===== src/rtl/data_path_pkg.sv =====
// Shared types for the memory access controller: FSM states, access size
// codes, fault codes and the alignment rule.
package data_path_pkg;

  typedef enum logic [2:0] {
    IDLE = 3'd0,
    ACC0 = 3'd1,
    GAP  = 3'd2,
    ACC1 = 3'd3,
    DONE = 3'd4
  } state_e;

  typedef enum logic [1:0] {
    BYTE  = 2'b00,
    HALF  = 2'b01,
    WORD  = 2'b10,
    DWORD = 2'b11
  } dl_e;

  typedef enum logic [1:0] {
    FAULT_NONE    = 2'b00,
    FAULT_ALIGN   = 2'b01,
    FAULT_TIMEOUT = 2'b10
  } fault_e;

  // An access is misaligned when its address is not a multiple of its size.
  function automatic logic is_misaligned(input dl_e size, input logic [2:0] a);
    case (size)
      HALF:    return a[0];
      WORD:    return |a[1:0];
      DWORD:   return |a;
      default: return 1'b0;
    endcase
  endfunction

endpackage


===== src/rtl/mem_access_ctrl_lane_align.sv =====
// Byte-lane steering between the control unit and the memory bus:
// write replication plus byte enables, and read extraction with extension.
module lane_align
  import data_path_pkg::*;
#(
  parameter int DW = 32,
  localparam int NB = DW / 8,
  localparam int LB = $clog2(NB)
) (
  input  dl_e            size,
  input  logic           sext,
  input  logic [LB-1:0]  lane,
  input  logic [DW-1:0]  wdata_in,
  input  logic [DW-1:0]  rdata_in,
  output logic [DW-1:0]  wdata_out,
  output logic [NB-1:0]  be_out,
  output logic [DW-1:0]  rdata_out
);

  localparam int DB = LB + 3;

  logic [DB-1:0] byte_base;
  logic [DB-1:0] half_base;
  logic [DB-1:0] word_base;
  logic [7:0]    sel_b;
  logic [15:0]   sel_h;
  logic [31:0]   sel_w;

  // Bit offsets of the addressed byte, halfword and 32-bit slot.
  assign byte_base = {lane, 3'b000};
  assign half_base = byte_base & ~DB'(15);
  assign word_base = byte_base & ~DB'(31);
  assign sel_b     = rdata_in[byte_base +: 8];
  assign sel_h     = rdata_in[half_base +: 16];
  assign sel_w     = rdata_in[word_base +: 32];

  // Size-dependent lane placement and extraction.
  always_comb begin
    // NOTE: every output gets a default first so no path through the case infers a latch.
    wdata_out = '0;
    be_out    = '0;
    rdata_out = '0;
    case (size)
      BYTE: begin
        wdata_out = {NB{wdata_in[7:0]}};
        be_out    = NB'(1) << lane;
        rdata_out = {{(DW-8){sext & sel_b[7]}}, sel_b};
      end
      HALF: begin
        wdata_out = {(NB/2){wdata_in[15:0]}};
        be_out    = NB'(3) << (lane & ~LB'(1));
        rdata_out = {{(DW-16){sext & sel_h[15]}}, sel_h};
      end
      WORD: begin
        wdata_out = {(DW/32){wdata_in[31:0]}};
        be_out    = NB'(15) << (lane & ~LB'(3));
        rdata_out = DW'(sel_w);
      end
      default: begin
        wdata_out = {(DW/32){wdata_in[31:0]}};
        be_out    = NB'(15) << (lane & ~LB'(3));
        rdata_out = rdata_in;
      end
    endcase
  end

endmodule


===== src/rtl/mem_access_ctrl.sv =====
// Memory access controller: takes one sized request from the control unit,
// runs the MOV/MOC handshake for one or two beats, and reports alignment
// and timeout faults instead of stalling forever.
module mem_access_ctrl
  import data_path_pkg::*;
#(
  parameter int DW      = 32,
  parameter int AW      = 9,
  parameter int TIMEOUT = 15
) (
  input  logic              main_clk,
  input  logic              reset,
  input  logic              req,
  input  logic              rw,
  input  logic [1:0]        dl,
  input  logic              sext,
  input  logic [AW-1:0]     addr,
  input  logic [DW-1:0]     wdata,
  input  logic [DW-1:0]     wdata_hi,
  output logic              busy,
  output logic              done,
  output logic [1:0]        fault,
  output logic [DW-1:0]     rdata,
  output logic [DW-1:0]     rdata_hi,
  output logic              mem_mov,
  output logic              mem_rw,
  output logic [AW-1:0]     mem_addr,
  output logic [DW-1:0]     mem_wdata,
  output logic [DW/8-1:0]   mem_be,
  input  logic              mem_moc,
  input  logic [DW-1:0]     mem_rdata
);

  localparam int NB = DW / 8;
  localparam int LB = $clog2(NB);
  localparam int CW = $clog2(TIMEOUT + 1);

  state_e          state;
  logic            rw_q;
  dl_e             dl_q;
  logic            sext_q;
  logic [LB-1:0]   lane_q;
  logic [DW-1:0]   wdata_hi_q;
  logic [CW-1:0]   wait_cnt;

  logic            in_idle;
  dl_e             la_size;
  logic [LB-1:0]   la_lane;
  logic [DW-1:0]   la_wdata;
  logic [NB-1:0]   la_be;
  logic [DW-1:0]   la_wdata_out;
  logic [DW-1:0]   la_rdata;

  // In IDLE the aligner places the incoming request's beat-0 data; afterwards
  // it works from the latched request (beat-1 data and read extraction).
  assign in_idle  = (state == IDLE);
  assign la_size  = in_idle ? dl_e'(dl) : dl_q;
  assign la_lane  = in_idle ? addr[LB-1:0] : lane_q;
  assign la_wdata = in_idle ? wdata : wdata_hi_q;

  lane_align #(.DW(DW)) u_lane_align (
    .size      (la_size),
    .sext      (sext_q),
    .lane      (la_lane),
    .wdata_in  (la_wdata),
    .rdata_in  (mem_rdata),
    .wdata_out (la_wdata_out),
    .be_out    (la_be),
    .rdata_out (la_rdata)
  );

  // Access FSM with registered handshake, status and data outputs.
  always_ff @(posedge main_clk or posedge reset) begin
    if (reset) begin
      // NOTE: state uses non-blocking assignments so every register samples pre-edge values.
      state      <= IDLE;
      busy       <= 1'b0;
      done       <= 1'b0;
      fault      <= FAULT_NONE;
      rdata      <= '0;
      rdata_hi   <= '0;
      mem_mov    <= 1'b0;
      mem_rw     <= 1'b0;
      mem_addr   <= '0;
      mem_wdata  <= '0;
      mem_be     <= '0;
      rw_q       <= 1'b0;
      dl_q       <= BYTE;
      sext_q     <= 1'b0;
      lane_q     <= '0;
      wdata_hi_q <= '0;
      wait_cnt   <= '0;
    end else begin
      case (state)
        IDLE: begin
          if (req) begin
            rw_q       <= rw;
            dl_q       <= dl_e'(dl);
            sext_q     <= sext;
            lane_q     <= addr[LB-1:0];
            wdata_hi_q <= wdata_hi;
            mem_rw     <= rw;
            fault      <= FAULT_NONE;
            busy       <= 1'b1;
            if (is_misaligned(dl_e'(dl), addr[2:0])) begin
              fault <= FAULT_ALIGN;
              done  <= 1'b1;
              state <= DONE;
            end else begin
              wait_cnt  <= '0;
              mem_mov   <= 1'b1;
              mem_addr  <= addr & ~AW'(NB - 1);
              mem_wdata <= la_wdata_out;
              mem_be    <= la_be;
              state     <= ACC0;
            end
          end
        end
        ACC0, ACC1: begin
          if (mem_moc) begin
            wait_cnt <= '0;
            mem_mov  <= 1'b0;
            if (state == ACC0) begin
              if (rw_q) rdata <= la_rdata;
              if (dl_q == DWORD) begin
                state <= GAP;
              end else begin
                done  <= 1'b1;
                state <= DONE;
              end
            end else begin
              if (rw_q) rdata_hi <= mem_rdata;
              done  <= 1'b1;
              state <= DONE;
            end
          end else if (wait_cnt == CW'(TIMEOUT - 1)) begin
            mem_mov <= 1'b0;
            fault   <= FAULT_TIMEOUT;
            done    <= 1'b1;
            state   <= DONE;
          end else begin
            wait_cnt <= wait_cnt + CW'(1);
          end
        end
        GAP: begin
          wait_cnt  <= '0;
          mem_mov   <= 1'b1;
          mem_addr  <= mem_addr + AW'(NB);
          mem_wdata <= la_wdata_out;
          mem_be    <= la_be;
          state     <= ACC1;
        end
        DONE: begin
          done  <= 1'b0;
          busy  <= 1'b0;
          state <= IDLE;
        end
        default: state <= IDLE;
      endcase
    end
  end

endmodule


===== config.mk =====
export PLATFORM = sky130hd
export DESIGN_NAME = mem_access_ctrl
export DESIGN_NICKNAME = d
export VERILOG_FILES = /design/src/rtl/data_path_pkg.sv /design/src/rtl/mem_access_ctrl_lane_align.sv /design/src/rtl/mem_access_ctrl.sv
export SDC_FILE = /design/constraint.sdc
export NUM_CORES = 1
export LEC_CHECK = 0
export CELL_PAD_IN_SITES_DETAIL_PLACEMENT = 0
export CELL_PAD_IN_SITES_GLOBAL_PLACEMENT = 2
export CORE_MARGIN = 5
export CORE_UTILIZATION = 43
export CTS_CLUSTER_SIZE = 14
export DETAILED_ROUTE_END_ITERATION = 8
export DONT_BUFFER_PORTS = 1
export HOLD_SLACK_MARGIN = 0.06
export PLACE_DENSITY_LB_ADDON = 0.25
export SYNTH_ARGS = -nofsm -noshare
export SYNTH_HDL_FRONTEND = slang
export SYNTH_SLANG_ARGS = --single-unit

===== constraint.sdc =====
create_clock -name main_clk -period 10.8 [get_ports main_clk]
set_input_delay 0.54 -clock main_clk [delete_from_list [all_inputs] [get_ports main_clk]]
set_output_delay 0.54 -clock main_clk [all_outputs]
set_load 0.03 [all_outputs]

# --- Word-level counts from Yosys, hierarchy flattened ---
# Index checks and enable logic that the tools add are counted.
op_classes:
  n_addsub: 2
  eq_ne: 18
  shifts: 4
  mux: 49
  bitwise: 3
  reduce_logical: 20
op_table:
  columns: ["op", "n"]
  rows:
  - ["32-bit case mux with 2 select lines", 3]
  - ["32-bit 2-to-1 mux", 3]
  - ["32-bit by 6-bit variable part select with 16-bit output", 1]
  - ["32-bit by 6-bit variable part select with 8-bit output", 1]
  - ["4-bit 2-to-1 mux", 6]
  - ["4-bit AND reduction", 5]
  - ["3-bit 2-to-1 mux", 6]
  - ["9-bit 2-to-1 mux", 2]
  - ["9-bit case mux with 2 select lines", 1]
  - ["4-bit case mux with 2 select lines", 2]
  - ["1-bit 2-to-1 mux", 14]
  - ["4-bit case mux with 3 select lines", 1]
  - ["2-bit 2-to-1 mux", 5]
  - ["9-bit by 3-bit adder with 9-bit output, second input constant", 1]
  - ["1-bit case mux with 3 select lines", 3]
  - ["3-bit case mux with 3 select lines", 1]
  - ["2-bit inequality test, second input constant", 4]
  - ["2-bit equality test, second input constant", 3]
  - ["3-bit by 2-bit equality test with 1-bit output, second input constant", 2]
  - ["3-bit inequality test, second input constant", 2]
  - ["2-bit AND reduction", 3]
  - ["2-bit nonzero test", 3]
  - ["3-bit nonzero test", 2]
  - ["5-bit AND reduction", 1]
  - ["18 further kinds", 21]
totals:
  ff_bits: 159
  output_inout_bits: 115
  wordCells: 112

# --- Longest topological paths before layout ---
# Gate-level depths: netlist of run 1.
logic_depth:
  word_depth: 7
  depth_mapped: 9
  ltp_nobuf: 7

# --- Cells and area by module ---
# A second synthesis of run 1 with hierarchy kept.
hier_totals:
  cells_unflattened: 709
  area_unflattened_um2: 7931.4
by_module_without_submodules:
  columns: ["module", "n_inst", "cells_per_inst", "area_per_inst_um2"]
  rows:
  - ["mem_access_ctrl", 1, 516, 6643.9]
  - ["lane_align", 1, 193, 1287.5]

# --- Worst setup path after synthesis of run 1 ---
# Ideal clock, no wire load.
synth_timing:
  kind: "register to register"
  start: "register state[0]"
  end: "register mem_wdata[16]"
  setup_time_ns: 0.125
  t_arrival_ns: 2.319
  t_required_ns: 10.675
  setup_slack_ns: 8.356
  stages_incl_launch_ff: 8
  synth_period_minus_slack_ns: 2.444
  cell_sequence: "dfrtp_1 or3_1 buf_4 nor2_1 a21o_2 buf_4 mux4_2 mux2_2"
synth_via:
  elab_chain_cells: 7
synth_rtl:
  columns: ["element", "line_no", "rtl"]
  rows:
  - ["start: declaration", "mem_access_ctrl.sv:38", "state_e state;"]
  - ["start signal: assignment", "mem_access_ctrl.sv:76", "state <= IDLE;"]
  - ["start signal: assignment", "mem_access_ctrl.sv:108", "state <= DONE;"]
  - ["start signal: assignment", "mem_access_ctrl.sv:115", "state <= ACC0;"]
  - ["3-bit zero test", "mem_access_ctrl.sv:56, mem_access_ctrl.sv:94", null]
  - ["2-bit 2-to-1 mux", "mem_access_ctrl.sv:57", "assign la_size = in_idle ? dl_e'(dl) : dl_q;"]
  - ["2-bit by 1-bit equality test with 1-bit output or 2-bit zero test (tied branches)", "mem_access_ctrl_lane_align.sv:43", "case (size)"]
  - ["32-bit case mux with 2 select lines", "mem_access_ctrl_lane_align.sv:43", null]
  - ["32-bit 2-to-1 mux", "mem_access_ctrl.sv:105", "if (is_misaligned(dl_e'(dl), addr[2:0])) begin"]
  - ["32-bit 2-to-1 mux", "mem_access_ctrl.sv:96", "if (req) begin"]
  - ["32-bit case mux with 2 select lines", "mem_access_ctrl.sv:94", "case (state)"]
  - ["end signal: assignment", "mem_access_ctrl.sv:113", "mem_wdata <= la_wdata_out;"]
  - ["end signal: assignment", "mem_access_ctrl.sv:149", "mem_wdata <= la_wdata_out;"]
  - ["end: declaration", "mem_access_ctrl.sv:28", "output logic [DW-1:0] mem_wdata,"]
# Several ways; a longest one is shown, not always the timed one. The select of a mux whose other input is x is not followed.
# A chain may end at the register's enable or synchronous reset.

# --- Worst setup path in the final report of run 1 ---
layout_timing:
  start: "register state[0]"
  end: "register mem_wdata[23]"
# The elaborated chain is that of the path after synthesis.

==> flow_summary_export.csv, run 1 <==
group,metric,value,unit
sta,post-route-period-util,0.337,
sta,finalSetupTns,0,ns
power,peakVddDrop,0.000161,V
floorplan,rows,49,
layout,final_common_cell,"dfrtp_1",
setup_path,r2r-end,"mem_wdata[23]",
setup_path,worstPathArrival,3.94,ns
logic_synthesis,syn_inst,685,
run_status,status,"complete, no violations",
placed_design,dp_hpwl,15.1,mm
power,power_density,377,nW/um^2
placed_design,dpl_cell_area,7840,sq um
logic_synthesis,yosys_warnings,0,
hold_path,hp-class,"input pin to async pin",
clock_tree,clock_path_buffers,2,
logic_synthesis,synth-edff-count,0,
setup_path,crit_fanout,51,
sta,relSlewSlack,0.144,
sta,rsz0062_at_grt,"no",
power,leakage,0.00373,uW
routing,antenna_left,0,
layout,drive_above_1_share,0.227,
floorplan,dieArea,20700,sq um
power,p_total,3190,uW
placed_design,portBuffers,0,
clock_tree,insertion_delay,0.42,ns
routing,firstDrtPassIters,5,
setup_path,cp-start-kind,"flip-flop",
sta,fin_crit,3.64,ns
routing,routed-via-count,5567,
sta,slew_violations,0,
clock_tree,clock-sinks,157,
logic_synthesis,synth-async-reset-ratio,1.00,
logic_synthesis,netlist_area,7700,sq um
routing,wl,21.8,mm
logic_synthesis,ys_seq_elements,157,
setup_path,crit_type,"flip-flop to flip-flop",
floorplan,fp.dieW,144,um
clock_tree,cts-root-buf,"clkbuf_16",
clock_tree,holdBufCountCts,0,
clock_tree,ctsResizeCount,0,
floorplan,die_h,144,um
layout,final_cell_mix,"dfrtp_1, mux2_2, nand2_1",
layout,areaGrowthSynthToFinish,10.1,%
routing,drt_iter0_drc,238,
floorplan,ios,228,
layout,fillers,1650,
floorplan,start_util,0.433,
routing,drc,0,
sta,tightest_slew,1.28,ns
routing,via_per_inst,6.14,
sta,fmax,275,MHz
logic_synthesis,seq_area_frac_synth,0.510,
grt,grt_use_total,0.211,
grt,grt_pass1_vias,5717,
setup_path,ff2ff_path_depth,6,
logic_synthesis,avgSynthCellArea,11.2,sq um
floorplan,core,17800,sq um
setup_path,r2r_start,"state[0]",
logic_synthesis,synth_top_flop_cell,"dfrtp_1",
setup_path,required,11.10,ns
grt,grt_max_degree,91,
clock_tree,post_cts_buffers,0,
setup_path,worstSetupStartpoint,"state[0]",
clock_tree,cts_made_buffers,17,
grt,grt-ovfl-total,0,
sta,hold_viol,0,
placed_design,routabilityCongestion,0.815,
setup_path,rrSetupSlack,7.16,ns
setup_path,end_kind,"flip-flop",
clock_tree,cts.clk_slew.worst_paths,0.06,ns
layout,post-route-util,0.477,
run,maxCapViolations,0,
layout,fin_area,8480,sq um
logic_synthesis,synth.distinct_cells,53,
grt,grt_pass1_wl,33.6,mm
setup_path,endpoint,"mem_wdata[23]",
routing,post_drt_wl_per_cell,24.0,um
clock_tree,cts_tree,"built",
grt,antenna_found_initial,1,
sta,setup_viol,0,
clock_tree,h-tree-depth,4,
sta,skew,0.00719,ns
layout,final_nets,778,
==> sequential cells by signal (all words and copies together) (netlist names) <==
register	count
rdata_hi	32
done	1
wait_cnt	4
sext_q	1
busy	1
wdata_hi_q	32
mem_be	4
state	3
fault	2
lane_q	2
mem_addr	7
rdata	32
mem_mov	1
dl_q	2
rw_q	1
mem_wdata	32
==> stage by stage <==
| step | hold WS (ns) | setup WS (ns) | instances |
|---|---|---|---|
| 3_5_place_dp | 0.497 | 7.09 | 872 |
| 6_report | 0.135 | 7.16 | 906 |
| 4_1_cts | 0.162 | 7.08 | 904 |
| 3_3_place_gp | 0.483 | 7.18 | 872 |
| 5_1_grt | 0.184 | 6.89 | 904 |
| 2_1_floorplan | 0.466 | 6.03 | 686 |
==> report_power, final <==
group	leakage [uW]	total (uW)	switching, uW	internal [uW]
clock network	0.000302	645	249	396
registers	0.00193	1540	675	864
logic	0.00150	1010	520	488
==> cells in the mapped netlist, types with 2 or more instances <==
| cell type | count | area share |
|---|---|---|
| dfrtp_1 | 157 | 0.51 |
| nor2b_1 | 5 | 0.0041 |
| or2_2 | 2 | 0.0016 |
| nand3_1 | 47 | 0.031 |
| a21o_2 | 2 | 0.0023 |
| or3_1 | 3 | 0.0024 |
| a22oi_1 | 4 | 0.0039 |
| inv_1 | 9 | 0.0044 |
| a31oi_1 | 19 | 0.015 |
| o22ai_1 | 9 | 0.0073 |
| o221ai_1 | 6 | 0.0068 |
| nand2b_1 | 6 | 0.0049 |
| buf_2 | 11 | 0.0071 |
| buf_4 | 4 | 0.0039 |
| o21ai_0 | 23 | 0.015 |
| nor2_1 | 40 | 0.019 |
| buf_1 | 8 | 0.0039 |
| o211ai_1 | 2 | 0.0019 |
| a21o_1 | 2 | 0.0019 |
| o22a_1 | 8 | 0.0091 |
| clkbuf_1 | 26 | 0.013 |
| nand2_1 | 76 | 0.037 |
| mux4_2 | 16 | 0.047 |
| a2bb2oi_1 | 3 | 0.0034 |
| o21bai_1 | 2 | 0.0019 |
| a221oi_1 | 8 | 0.0091 |
| o31ai_1 | 2 | 0.0019 |
| ha_1 | 3 | 0.0049 |
| mux2i_1 | 31 | 0.040 |
| a211oi_1 | 2 | 0.0019 |
| a22o_1 | 8 | 0.0091 |
| a21oi_1 | 25 | 0.016 |
| and3_1 | 2 | 0.0016 |
| a211o_1 | 8 | 0.0091 |
| nor3_1 | 4 | 0.0026 |
| mux2_2 | 85 | 0.12 |
==> cell families (layout without fill, tap and decap cells) <==
group	count (synthesis)	after routing	synth area share
fa+ha+maj	3	3	0.00488
other cells	1	4	0.000487
simple gates	191	191	0.111
xor+xnor	1	1	0.00114
compound gates	140	140	0.126
flops	157	157	0.510
buf+inv	59	48	0.0335
mux	133	133	0.213
==> layer usage <==
metal	GRT usage	up-vias	part of all wire
met5	0	-	0.00055
li1	-	2471	-
met4	0.0560	2	0.010
met2	0.330	241	0.49
met3	0.0955	16	0.11
met1	0.267	2837	0.39
==> worst max-delay path: stages (launching register included) <==
cell	delay [ns]
dfrtp_1	0.51
nor3_4	0.21
buf_4	0.47
and2_2	0.93
a21o_2	0.42
buf_4	0.52
mux2_2	0.41
==> worst min-delay path by stage <==
| stage | end | slack, ns | cells past startpoint |
|---|---|---|---|
| floorplan | wait_cnt[2] | 0.47 | 1 |
| global placement | wait_cnt[2] | 0.48 | 1 |
| detailed placement | wdata_hi_q[28] | 0.50 | 1 |
| CTS | rdata_hi[16] | 0.16 | 1 |
| global route | rdata[16] | 0.18 | 1 |
| finish | rdata_hi[20] | 0.14 | 1 |
==> area by class of cell <==
type | count | area (sq um) | share of cell area
antenna | 2 | 5.00 | 0.000590
clock buffer | 20 | 447 | 0.0527
clock inverter | 12 | 184 | 0.0217
inverter | 9 | 38.8 | 0.00457
multi-input combinational | 470 | 3540 | 0.417
sequential | 157 | 3930 | 0.463
tap | 229 | 287 | 0.0338
timing repair buffer | 7 | 52.6 | 0.00620
No activity file was read; power rests on OpenSTA's default activity.
==> inputs of run 2 (changes only) <==
ABC_AREA = 1   (was default)
CORE_UTILIZATION = 35   (was 43)
clock period = 3.75 ns   (was 10.8 ns; I/O delays follow)
==> run 2 against run 1 <==
Net effect:
- die area is 25% higher
- design area rose by 15%
- routed wire length is 20% higher
- fmax is 26% higher
- critical path type unchanged
- clock power rose to 3.0 times the previous value
- global-route usage down 0.79 points
- worst setup slack got worse by 6.3 ns
- first-iteration DRC count up 38%
- sequential power grew to 2.9 times the previous value
- utilization down 4.3 points
- synthesized cell count up 54%
==> flow_summary_export.csv, run 2 <==
group,metric,value,unit
clock_tree,cts.clk_slew.worst_paths,0.07,ns
logic_synthesis,syn_inst,1056,
clock_tree,clock-sinks,157,
layout,final_nets,1250,
routing,routed-via-count,6860,
routing,via_per_inst,4.79,
logic_synthesis,yosysTopAreaCell,"dfrtp_1",
grt,grt_use_met1,0.254,
setup_path,crit_type,"flip-flop to flip-flop",
setup_path,worstPathArrival,3.26,ns
run,maxCapViolations,0,
floorplan,start_util,0.353,
clock_tree,cts_made_buffers,17,
layout,final_common_cell,"nand2_1",
layout,final_cell_mix,"nand2_1, dfrtp_1, inv_1",
routing,drt_iter0_drc,328,
sta,slew_violations,0,
power,leakage,0.00492,uW
placed_design,placed_cells,1305,
grt,grt_pass1_wl,40.9,mm
logic_synthesis,seq_area_frac_synth,0.492,
grt,grt_max_degree,158,
sta,post-route-period-util,0.770,
logic_synthesis,synth-edff-count,0,
sta,tightest_slew,0.956,ns
sta,finalSetupTns,0,ns
clock_tree,h-tree-depth,4,
placed_design,portBuffers,0,
logic_synthesis,ys_seq_elements,157,
logic_synthesis,synth.top_cells.by_area,"dfrtp_1, nand2_1, inv_1",
power,power_density,1050,nW/um^2
floorplan,core,22600,sq um
sta,fin_crit,2.89,ns
setup_path,required,4.12,ns
sta,fmax,346,MHz
setup_path,end_kind,"flip-flop",
logic_synthesis,avgSynthCellArea,7.56,sq um
routing,antenna_left,0,
placed_design,routabilityCongestion,0.827,
routing,post_drt_wl_per_cell,18.3,um
sta,setup_viol,0,
grt,antenna_found_initial,0,
routing,wl,26.2,mm
layout,final-instance-count-excl-fill,1431,
logic_synthesis,synthTopCellsByCount,"nand2_1, dfrtp_1, inv_1",
layout,areaGrowthSynthToFinish,22.7,%
run_status,status,"complete, no violations",
logic_synthesis,synth.distinct_cells,37,
logic_synthesis,synth_top_flop_cell,"dfrtp_1",
grt,top_usage_layer,"met2",
sta,relSlewSlack,0.358,
layout,drive_above_1_share,0.0803,
layout,fin_area,9790,sq um
floorplan,rows,55,
grt,use_met2,0.334,
clock_tree,insertion_delay,0.43,ns
sta,skew,0.00853,ns
logic_synthesis,synth-async-reset-ratio,1.00,
placed_design,dp_hpwl,18.2,mm
sta,fin_ws,0.863,ns
setup_path,cp-start-kind,"flip-flop",
floorplan,ios,228,
placed_design,dpl_cell_area,8210,sq um
clock_tree,cts-root-buf,"clkbuf_16",
clock_tree,clock_path_buffers,2,
grt,grt-ovfl-total,0,
routing,drc,0,
power,peakVddDrop,0.000431,V
logic_synthesis,netlist_area,7980,sq um
floorplan,fp.dieW,161,um
layout,n_antenna_cell,0,
routing,firstDrtPassIters,4,
sta,rsz0062_at_grt,"no",
setup_path,crit_fanout,29,
floorplan,die_h,161,um
clock_tree,post_cts_buffers,0,
grt,grt_pass1_vias,7010,
grt,grt_use_total,0.203,
clock_tree,holdBufCountCts,95,
sta,hold_viol,0,
clock_tree,ctsResizeCount,0,
hold_path,hp-class,"input pin to flip-flop",
clock_tree,cts_tree,"built",
logic_synthesis,yosysMostFrequentCell,"nand2_1",
logic_synthesis,yosys_warnings,0,
logic_synthesis,synth_top_area_frac,0.492,
floorplan,dieArea,25900,sq um
grt,gr-usage-met3,0.0799,
placed_design,dp_slack,1.04,ns
-- run 2: cell count changes in the layout (fill, tap and decap cells not counted), sizes merged, moves of 16 or more --
cell / before / now
mux2i: 31 / 0
nor2: 41 / 110
mux4: 16 / 0
dlygate4sd3: 0 / 95
or2: 2 / 25
nand2: 76 / 357
o21ai: 24 / 87
inv: 13 / 120
a21oi: 25 / 55
mux2: 86 / 3
-- run 2: area by class of cell --
class                           count  area [sq um]
Clock buffer                       20           437
Tap cell                          285           357
Multi-Input combinational cell    730          3350
Timing Repair Buffer              106          1060
Inverter                          122           463
Sequential cell                   157          3930
Fill cell                        2334         12800
Clock inverter                     11           193
-- run 2: final timing paths --
kind / startpoint / end / slack [ns] / cells past startpoint
min in group asynchronous: reset / rdata_hi[4] / 0.48 / 3
max in group asynchronous: reset / rdata[26] / 2.56 / 3
max: state[0] / rdata[10] / 0.86 / 11
max reg2reg: state[0] / rdata[10] / 0.86 / 11
min reg2reg: wdata_hi_q[29] / wdata_hi_q[29] / 0.47 / 2
min: wdata[22] / mem_wdata[22] / 0.07 / 4
-- run 2: logic make-up after synthesis --
kind of cell | count (synthesis) | share of synthesized area
and+or+nand+nor | 559 | 0.297
buffers and inverters | 170 | 0.0894
AOI/OAI and AO/OA | 159 | 0.107
DFF | 157 | 0.492
xor gates and xnor gates | 4 | 0.00439
adders and majority gates | 3 | 0.00470
muxes | 3 | 0.00423
other | 1 | 0.000470
-- run 2: metal layers --
layer | up-vias | wire length (um)
met5 | - | 0
met4 | 0 | 306
met3 | 25 | 2280
met2 | 196 | 12300
met1 | 3200 | 11300
li1 | 3439 | -
-- run 2: power by group --
group	internal, uW	total [uW]	switching (uW)
Sequential	2520	4400	1880
Clock	1180	1910	728
Combinational	1290	3970	2690
-- run 2: through the flow --
stage / utilization / hold slack, ns / power, uW
after global placement: 0.364 / 0.306 / 8320
after global routing: 0.434 / 0.0757 / 11100
after detailed placement: 0.364 / 0.309 / 8370
after CTS: 0.434 / 0.0602 / 10400
final: 0.434 / 0.0733 / 10300
after floorplan: - / 0.304 / 7230
-- run 2: critical path, cell delays in order, from the launching register on --
cell and delay (ns):
dfrtp_1 0.44, nor2_4 0.20, nand2_4 0.25, nand2_2 0.19, o21ai_2 0.07, buf_4 0.23, nor2_4 0.27, nand4_4 0.37
nand3_1 0.16, dlygate4sd3_1 0.56, nand2_1 0.05, inv_1 0.04
